`src/rtl/hdmi_pkg.sv`:
```
// Shared HDMI video constants, controller state encoding and pixel format helpers.
// Defaults describe 640x480@60 with a 25.175 MHz pixel clock.
package hdmi_pkg;

  localparam int unsigned DEF_H_SYNC  = 96;
  localparam int unsigned DEF_H_BACK  = 48;
  localparam int unsigned DEF_H_VALID = 640;
  localparam int unsigned DEF_H_FRONT = 16;
  localparam int unsigned DEF_V_SYNC  = 2;
  localparam int unsigned DEF_V_BACK  = 33;
  localparam int unsigned DEF_V_VALID = 480;
  localparam int unsigned DEF_V_FRONT = 10;

  localparam int unsigned DEF_H_TOTAL     = DEF_H_SYNC + DEF_H_BACK + DEF_H_VALID + DEF_H_FRONT;
  localparam int unsigned DEF_V_TOTAL     = DEF_V_SYNC + DEF_V_BACK + DEF_V_VALID + DEF_V_FRONT;
  localparam int unsigned DEF_H_ACT_START = DEF_H_SYNC + DEF_H_BACK;
  localparam int unsigned DEF_V_ACT_START = DEF_V_SYNC + DEF_V_BACK;

  typedef enum logic [1:0] {
    IDLE  = 2'd0,
    RUN   = 2'd1,
    DRAIN = 2'd2
  } vga_state_e;

  // Replicating the top bits maps full-scale 565 codes onto full-scale 8-bit lanes.
  function automatic logic [23:0] rgb565_to_888(input logic [15:0] pix);
    return {pix[15:11], pix[15:13], pix[10:5], pix[10:9], pix[4:0], pix[4:2]};
  endfunction

endpackage

```
`src/rtl/vga_ctrl_if.sv`:
```
// Pixel request/return bus between the timing controller and the frame source.
interface vga_ctrl_if;
  logic        pix_req;
  logic [9:0]  pix_x;
  logic [9:0]  pix_y;
  logic [15:0] pix_data;

  modport master (output pix_req, output pix_x, output pix_y, input pix_data);
  modport slave  (input pix_req, input pix_x, input pix_y, output pix_data);
endinterface

```
`src/rtl/vga_ctrl_timing_cnt.sv`:
```
// Cascaded horizontal/vertical raster counter with frame-end flag.
// Counters sit at the origin whenever run is low.
module timing_cnt
  import hdmi_pkg::*;
#(
  parameter int unsigned H_TOTAL = DEF_H_TOTAL,
  parameter int unsigned V_TOTAL = DEF_V_TOTAL
) (
  input  logic       vga_clk,
  input  logic       sys_rst_n,
  input  logic       run,
  output logic [9:0] cnt_h,
  output logic [9:0] cnt_v,
  output logic       frame_end
);

  logic [9:0] cnt_h_r;
  logic [9:0] cnt_v_r;
  logic       line_end_s;

  assign line_end_s = (cnt_h_r == 10'(H_TOTAL - 1));
  assign frame_end  = line_end_s && (cnt_v_r == 10'(V_TOTAL - 1));
  assign cnt_h      = cnt_h_r;
  assign cnt_v      = cnt_v_r;

  // Raster position register: h advances every cycle, v on each line wrap.
  always_ff @(posedge vga_clk or negedge sys_rst_n) begin
    if (!sys_rst_n) begin
      cnt_h_r <= 10'd0;
      cnt_v_r <= 10'd0;
    end else if (!run) begin
      cnt_h_r <= 10'd0;
      cnt_v_r <= 10'd0;
    end else if (line_end_s) begin
      cnt_h_r <= 10'd0;
      cnt_v_r <= frame_end ? 10'd0 : (cnt_v_r + 10'd1);
    end else begin
      cnt_h_r <= cnt_h_r + 10'd1;
    end
  end

endmodule

```
`src/rtl/vga_ctrl.sv`:
```
// Video timing controller feeding the three TMDS encoders: sync/de generation,
// one-ahead pixel requests, RGB565 expansion and frame-aligned run/stop control.
module vga_ctrl
  import hdmi_pkg::*;
#(
  parameter int unsigned H_SYNC   = DEF_H_SYNC,
  parameter int unsigned H_BACK   = DEF_H_BACK,
  parameter int unsigned H_VALID  = DEF_H_VALID,
  parameter int unsigned H_FRONT  = DEF_H_FRONT,
  parameter int unsigned V_SYNC   = DEF_V_SYNC,
  parameter int unsigned V_BACK   = DEF_V_BACK,
  parameter int unsigned V_VALID  = DEF_V_VALID,
  parameter int unsigned V_FRONT  = DEF_V_FRONT,
  parameter logic        SYNC_POL = 1'b1
) (
  input  logic       vga_clk,
  input  logic       sys_rst_n,
  input  logic       en,
  vga_ctrl_if.master pix_bus,
  output logic       hsync,
  output logic       vsync,
  output logic       de,
  output logic [7:0] red,
  output logic [7:0] green,
  output logic [7:0] blue,
  output logic       frame_start,
  output logic       busy
);

  localparam int unsigned H_TOTAL = H_SYNC + H_BACK + H_VALID + H_FRONT;
  localparam int unsigned V_TOTAL = V_SYNC + V_BACK + V_VALID + V_FRONT;
  localparam int unsigned H_ACT   = H_SYNC + H_BACK;
  localparam int unsigned V_ACT   = V_SYNC + V_BACK;

  vga_state_e  state_r;
  vga_state_e  state_nxt_s;
  logic        run_s;
  logic [9:0]  cnt_h_s;
  logic [9:0]  cnt_v_s;
  logic        frame_end_s;
  logic        pix_req_s;
  logic        hsync_r;
  logic        vsync_r;
  logic        de_r;
  logic        frame_start_r;
  logic [23:0] rgb_s;

  assign run_s = (state_r != IDLE);

  timing_cnt #(
    .H_TOTAL (H_TOTAL),
    .V_TOTAL (V_TOTAL)
  ) u_timing_cnt (
    .vga_clk   (vga_clk),
    .sys_rst_n (sys_rst_n),
    .run       (run_s),
    .cnt_h     (cnt_h_s),
    .cnt_v     (cnt_v_s),
    .frame_end (frame_end_s)
  );

  // Run/stop state register.
  always_ff @(posedge vga_clk or negedge sys_rst_n) begin
    if (!sys_rst_n) begin
      state_r <= IDLE;
    end else begin
      state_r <= state_nxt_s;
    end
  end

  // Next state: stopping is only honoured on the last pixel of a frame.
  always_comb begin
    state_nxt_s = state_r;
    case (state_r)
      IDLE:    state_nxt_s = en ? RUN : IDLE;
      RUN:     state_nxt_s = en ? RUN : DRAIN;
      DRAIN: begin
        if (en) begin
          state_nxt_s = RUN;
        end else if (frame_end_s) begin
          state_nxt_s = IDLE;
        end else begin
          state_nxt_s = DRAIN;
        end
      end
      default: state_nxt_s = IDLE;
    endcase
  end

  assign pix_req_s = run_s
                  && (cnt_h_s >= 10'(H_ACT)) && (cnt_h_s < 10'(H_ACT + H_VALID))
                  && (cnt_v_s >= 10'(V_ACT)) && (cnt_v_s < 10'(V_ACT + V_VALID));

  assign pix_bus.pix_req = pix_req_s;
  assign pix_bus.pix_x   = pix_req_s ? (cnt_h_s - 10'(H_ACT)) : 10'h3FF;
  assign pix_bus.pix_y   = pix_req_s ? (cnt_v_s - 10'(V_ACT)) : 10'h3FF;

  // One register stage for sync, de and frame marker, matching the source's latency.
  always_ff @(posedge vga_clk or negedge sys_rst_n) begin
    if (!sys_rst_n) begin
      hsync_r       <= ~SYNC_POL;
      vsync_r       <= ~SYNC_POL;
      de_r          <= 1'b0;
      frame_start_r <= 1'b0;
    end else begin
      hsync_r       <= (run_s && (cnt_h_s < 10'(H_SYNC))) ? SYNC_POL : ~SYNC_POL;
      vsync_r       <= (run_s && (cnt_v_s < 10'(V_SYNC))) ? SYNC_POL : ~SYNC_POL;
      de_r          <= pix_req_s;
      frame_start_r <= run_s && (cnt_h_s == 10'd0) && (cnt_v_s == 10'd0);
    end
  end

  assign rgb_s       = rgb565_to_888(pix_bus.pix_data);
  assign red         = de_r ? rgb_s[23:16] : 8'd0;
  assign green       = de_r ? rgb_s[15:8]  : 8'd0;
  assign blue        = de_r ? rgb_s[7:0]   : 8'd0;
  assign hsync       = hsync_r;
  assign vsync       = vsync_r;
  assign de          = de_r;
  assign frame_start = frame_start_r;
  assign busy        = run_s;

endmodule

```
`src/flat_wrapper.sv`:
```
// flat-port wrapper written by rule: the top's interface ports become plain ports
module vga_ctrl_flat import hdmi_pkg::*;
#(
  parameter int unsigned H_SYNC   = DEF_H_SYNC,
  parameter int unsigned H_BACK   = DEF_H_BACK,
  parameter int unsigned H_VALID  = DEF_H_VALID,
  parameter int unsigned H_FRONT  = DEF_H_FRONT,
  parameter int unsigned V_SYNC   = DEF_V_SYNC,
  parameter int unsigned V_BACK   = DEF_V_BACK,
  parameter int unsigned V_VALID  = DEF_V_VALID,
  parameter int unsigned V_FRONT  = DEF_V_FRONT,
  parameter logic        SYNC_POL = 1'b1
)
  (vga_clk, sys_rst_n, en, hsync, vsync, de, red, green, blue, frame_start, busy, pix_bus_pix_req, pix_bus_pix_x, pix_bus_pix_y, pix_bus_pix_data);
  vga_ctrl_if pix_bus_i ();
  input  logic vga_clk;
  input  logic sys_rst_n;
  input  logic en;
  output logic hsync;
  output logic vsync;
  output logic de;
  output logic [7:0] red;
  output logic [7:0] green;
  output logic [7:0] blue;
  output logic frame_start;
  output logic busy;
  output wire logic [$bits(pix_bus_i.pix_req)-1:0] pix_bus_pix_req;
  output wire logic [$bits(pix_bus_i.pix_x)-1:0] pix_bus_pix_x;
  output wire logic [$bits(pix_bus_i.pix_y)-1:0] pix_bus_pix_y;
  input wire logic [$bits(pix_bus_i.pix_data)-1:0] pix_bus_pix_data;
  assign pix_bus_pix_req = pix_bus_i.pix_req;
  assign pix_bus_pix_x = pix_bus_i.pix_x;
  assign pix_bus_pix_y = pix_bus_i.pix_y;
  assign pix_bus_i.pix_data = pix_bus_pix_data;
  vga_ctrl #(.H_SYNC(H_SYNC), .H_BACK(H_BACK), .H_VALID(H_VALID), .H_FRONT(H_FRONT), .V_SYNC(V_SYNC), .V_BACK(V_BACK), .V_VALID(V_VALID), .V_FRONT(V_FRONT), .SYNC_POL(SYNC_POL)) u_core (.vga_clk(vga_clk), .sys_rst_n(sys_rst_n), .en(en), .pix_bus(pix_bus_i), .hsync(hsync), .vsync(vsync), .de(de), .red(red), .green(green), .blue(blue), .frame_start(frame_start), .busy(busy));
endmodule
```
`config.mk`:
```
export PLATFORM = sky130hd
export DESIGN_NAME = vga_ctrl_flat
export DESIGN_NICKNAME = d
export VERILOG_FILES = /design/src/rtl/hdmi_pkg.sv /design/src/rtl/vga_ctrl_if.sv /design/src/rtl/vga_ctrl_timing_cnt.sv /design/src/rtl/vga_ctrl.sv /design/src/flat_wrapper.sv
export SDC_FILE = /design/constraint.sdc
export NUM_CORES = 1
export LEC_CHECK = 0
export CORE_AREA = 2 2 77 79
export CTS_CLUSTER_DIAMETER = 80
export DETAILED_ROUTE_END_ITERATION = 7
export DIE_AREA = 0 0 79 81
export PLACE_DENSITY = 0.78
export SLEW_MARGIN = 20
export SYNTH_ARGS = -nofsm -noshare
export SYNTH_HDL_FRONTEND = slang
export SYNTH_HIERARCHICAL = 1
export SYNTH_SLANG_ARGS = --single-unit
```
`constraint.sdc`:
```
create_clock -name vga_clk -period 2.12 [get_ports vga_clk]
set_input_delay 0.424 -clock vga_clk [delete_from_list [all_inputs] [get_ports vga_clk]]
set_output_delay 0.424 -clock vga_clk [all_outputs]
set_load 0.005 [all_outputs]
```
==> impl_metrics.yaml <==
critical_path:
  slowest_delay_ns: 0.42
  worstSetupStartpoint: "u_core/u_timing_cnt/cnt_h[4]$_DFF_PN0_"
  crit_type: "register to output pin"
  reg2reg_slack_ns: -0.16
  crit_chain: "inv_2, ha_4, or3b_4, a31o_4, a221oi_4, buf_6, buf_6, or2b_1, buf_2"
  crit_top_cell: "buf_6"
  cp.required_ns: 1.70
  end_kind: "output pin"
  worstPathMaxFanout: 3
  arrival_ns: 2.32
  r2r-start: "u_core/u_timing_cnt/cnt_h[6]$_DFF_PN0_"
  cp_slowest_cell: "dfrtp_2"
  start_kind: "register"
logic_synthesis:
  syn-cell-area_um2: 1910
  synth_top_area_share: 0.341
  yosysUniqueCellTypes: 46
  synthCells: 219
  yosys_warnings: 6
  synth_edf_count: 0
  synth_fp_nets: 246
  ys_ff_latch: 26
  netlist_top_cells_area: "dfrtp_1 34%, xnor2_1 7.8%, and2_1 5.9%"
  ys_seq_area_frac: 0.341
  ys.flop_type: "dfrtp_1"
  postSynthAreaPerCell_um2: 8.70
  yosysTopAreaCell: "dfrtp_1"
  synth.most_common_cell: "dfrtp_1"
  synthArstFlopShare: 1.00
  synth.cells.most_frequent: "26 x dfrtp_1, 24 x nand2_1, 19 x nor2_1"
clocking:
  root_buffer: "clkbuf_8"
  postCtsHoldBufs: 0
  clkTransAtPathRegs_ns: 0.09
  clock_latency_ns: 0.27
  numClockSinks: 26
  cts_tree: "done"
  htree_levels: 1
  cts_buffer_depth: 2
  cts_buffers: 3
sta:
  fin_ws_ns: -0.625
  timing.fmax_ghz: 0.364
  finalMaxSlewViolations: 0
  clock_skew_ns: 0.00642
  setup_viol: 25
  hold_slack_ns: 0.519
  worstMarginPinSlew_ns: 0.395
  setup_tns_ns: -12.07
  hold_viol: 0
  period_needed_ns: 2.74
  period_share: 1.29
  grt_setup_unrepaired: "yes"
  relSlewSlack: 0.734
placement:
  hpwl_um: 4380
  port_buffers: 68
  place_congestion: 0.890
  post-place-ws_ns: -0.512
  dpl_cell_area_um2: 2980
  dp_cells: 400
global_routing:
  grt_overflow: 0
  antenna_found_initial: 0
  grt_pass1_vias: 2264
  grt_usage: 0.209
  grt_pass1_wl_um: 10600
  grt_max_degree: 27
routing:
  wl_per_cell_um: 15.4
  via_per_inst: 5.04
  postRouteAntennaNets: 0
  drtPass1Iterations: 4
  drt_wl_total_um: 6550
  dr.first_iter.drc_count: 96
  drc: 0
  num_vias: 2149
finish:
  layout-drive-gt1-share: 0.370
  fin_cells: 426
  synthToLayoutAreaGrowth_pct: 73.0
  final_area_um2: 3300
  insertedDiodeCount: 0
  layout.nets: 379
  post-route-util: 0.581
die:
  rows: 28
  ios: 69
  die_h_um: 81
  die_width_um: 79
  start_util: 0.336
  coreArea_um2: 5680
  dieArea_um2: 6400
pwr:
  leakage_nw: 1.44
  p_per_area_nw_per_um2: 313
  power.total_mw: 1.03
  peakVddDrop_mv: 0.270
status:
  violations: "setup timing"
  outcome: "complete, but fails checks"
hold_path:
  hold_class: "input port to async pin"
run:
  drv_cap: 0
-- metal layers --
metal  wire length [µm]  track usage
met1               2510        0.213
met3                467       0.0422
met2               3460        0.414
met4                113       0.0845
met5                  0            0
-- report_power, final --
part,switching [mW],leakage (nW),internal (mW)
clock network,0.155,0.0228,0.134
registers,0.0103,0.346,0.520
logic,0.0943,1.07,0.117
total,0.260,1.44,0.772
-- cell usage in the layout (no fill, tap or decap), types with 2 or more instances in the layout --
master,instances
nand4_1,8
nand4b_1,3
a21boi_0,3
dfrtp_2,3
buf_4,55
nand2_1,17
ha_1,6
or2b_1,2
xor2_1,4
clkdlybuf4s50_1,47
nand3_1,6
inv_1,6
or3_1,2
and3_1,2
nand2b_1,4
o21ai_2,2
a21oi_1,4
o21ai_0,2
inv_2,2
buf_6,24
nor2b_1,2
nor2_1,19
nor3_1,4
nand2_2,7
dfrtp_1,23
xnor2_1,17
and2_1,18
a21oi_2,2
and4_1,2
clkbuf_8,3
nand3_2,2
buf_2,16
nor4_1,8
-- registers in the layout, summed over array words and instances, names as in the netlist --
register                   flops
u_core/u_timing_cnt/cnt_h     10
u_core/hsync                   1
u_core/u_timing_cnt/cnt_v     10
u_core/vsync                   1
u_core/frame_start             1
u_core/state_r                 2
u_core/de                      1
-- worst paths after layout --
kind                                                       endpoint  cells past startpoint
max                                                pix_bus_pix_x[0]                      9
min                          u_core/u_timing_cnt/cnt_h[7]$_DFF_PN0_                      2
max reg2reg                u_core/u_timing_cnt/cnt_v[5]$_DFFE_PN0P_                      6
min reg2reg                  u_core/u_timing_cnt/cnt_h[0]$_DFF_PN0_                      2
max in group asynchronous    u_core/u_timing_cnt/cnt_h[6]$_DFF_PN0_                      2
min in group vga_clk         u_core/u_timing_cnt/cnt_h[0]$_DFF_PN0_                      2
-- cell families after synthesis --
logic type,synth area share
adder cells (fa/ha/maj),0.0525
AO/OA/AOI/OAI,0.0926
multiplexers,0.00525
AND/OR/NAND/NOR,0.341
buffers and inverters,0.0703
XOR/XNOR,0.0965
flip-flops,0.341
-- worst max-delay path: cells and delay by family (launching register included) --
family,cells,cell delay [ns]
and+or+nand+nor,2,0.57
AOI/OAI and AO/OA,2,0.49
buffers and inverters,4,0.44
DFF,1,0.42
adders and majority gates,1,0.13
-- what timing repair did --
action	CTS	global route
gates resized for setup	121	17
gates cloned	1	0
setup endpoints to repair	25	28
pin swaps	15	7
buffers inserted	20	5
-- cell type report --
cell class              instances  area (µm²)
repair buffers                142        1230
fillers                       504        2380
flip-flops and latches         26         654
clock buffers                   4        45.0
multi-input cells             171        1240
inverters                       8        30.0
well taps                      75        93.8
(Power assumes the default switching activity.)
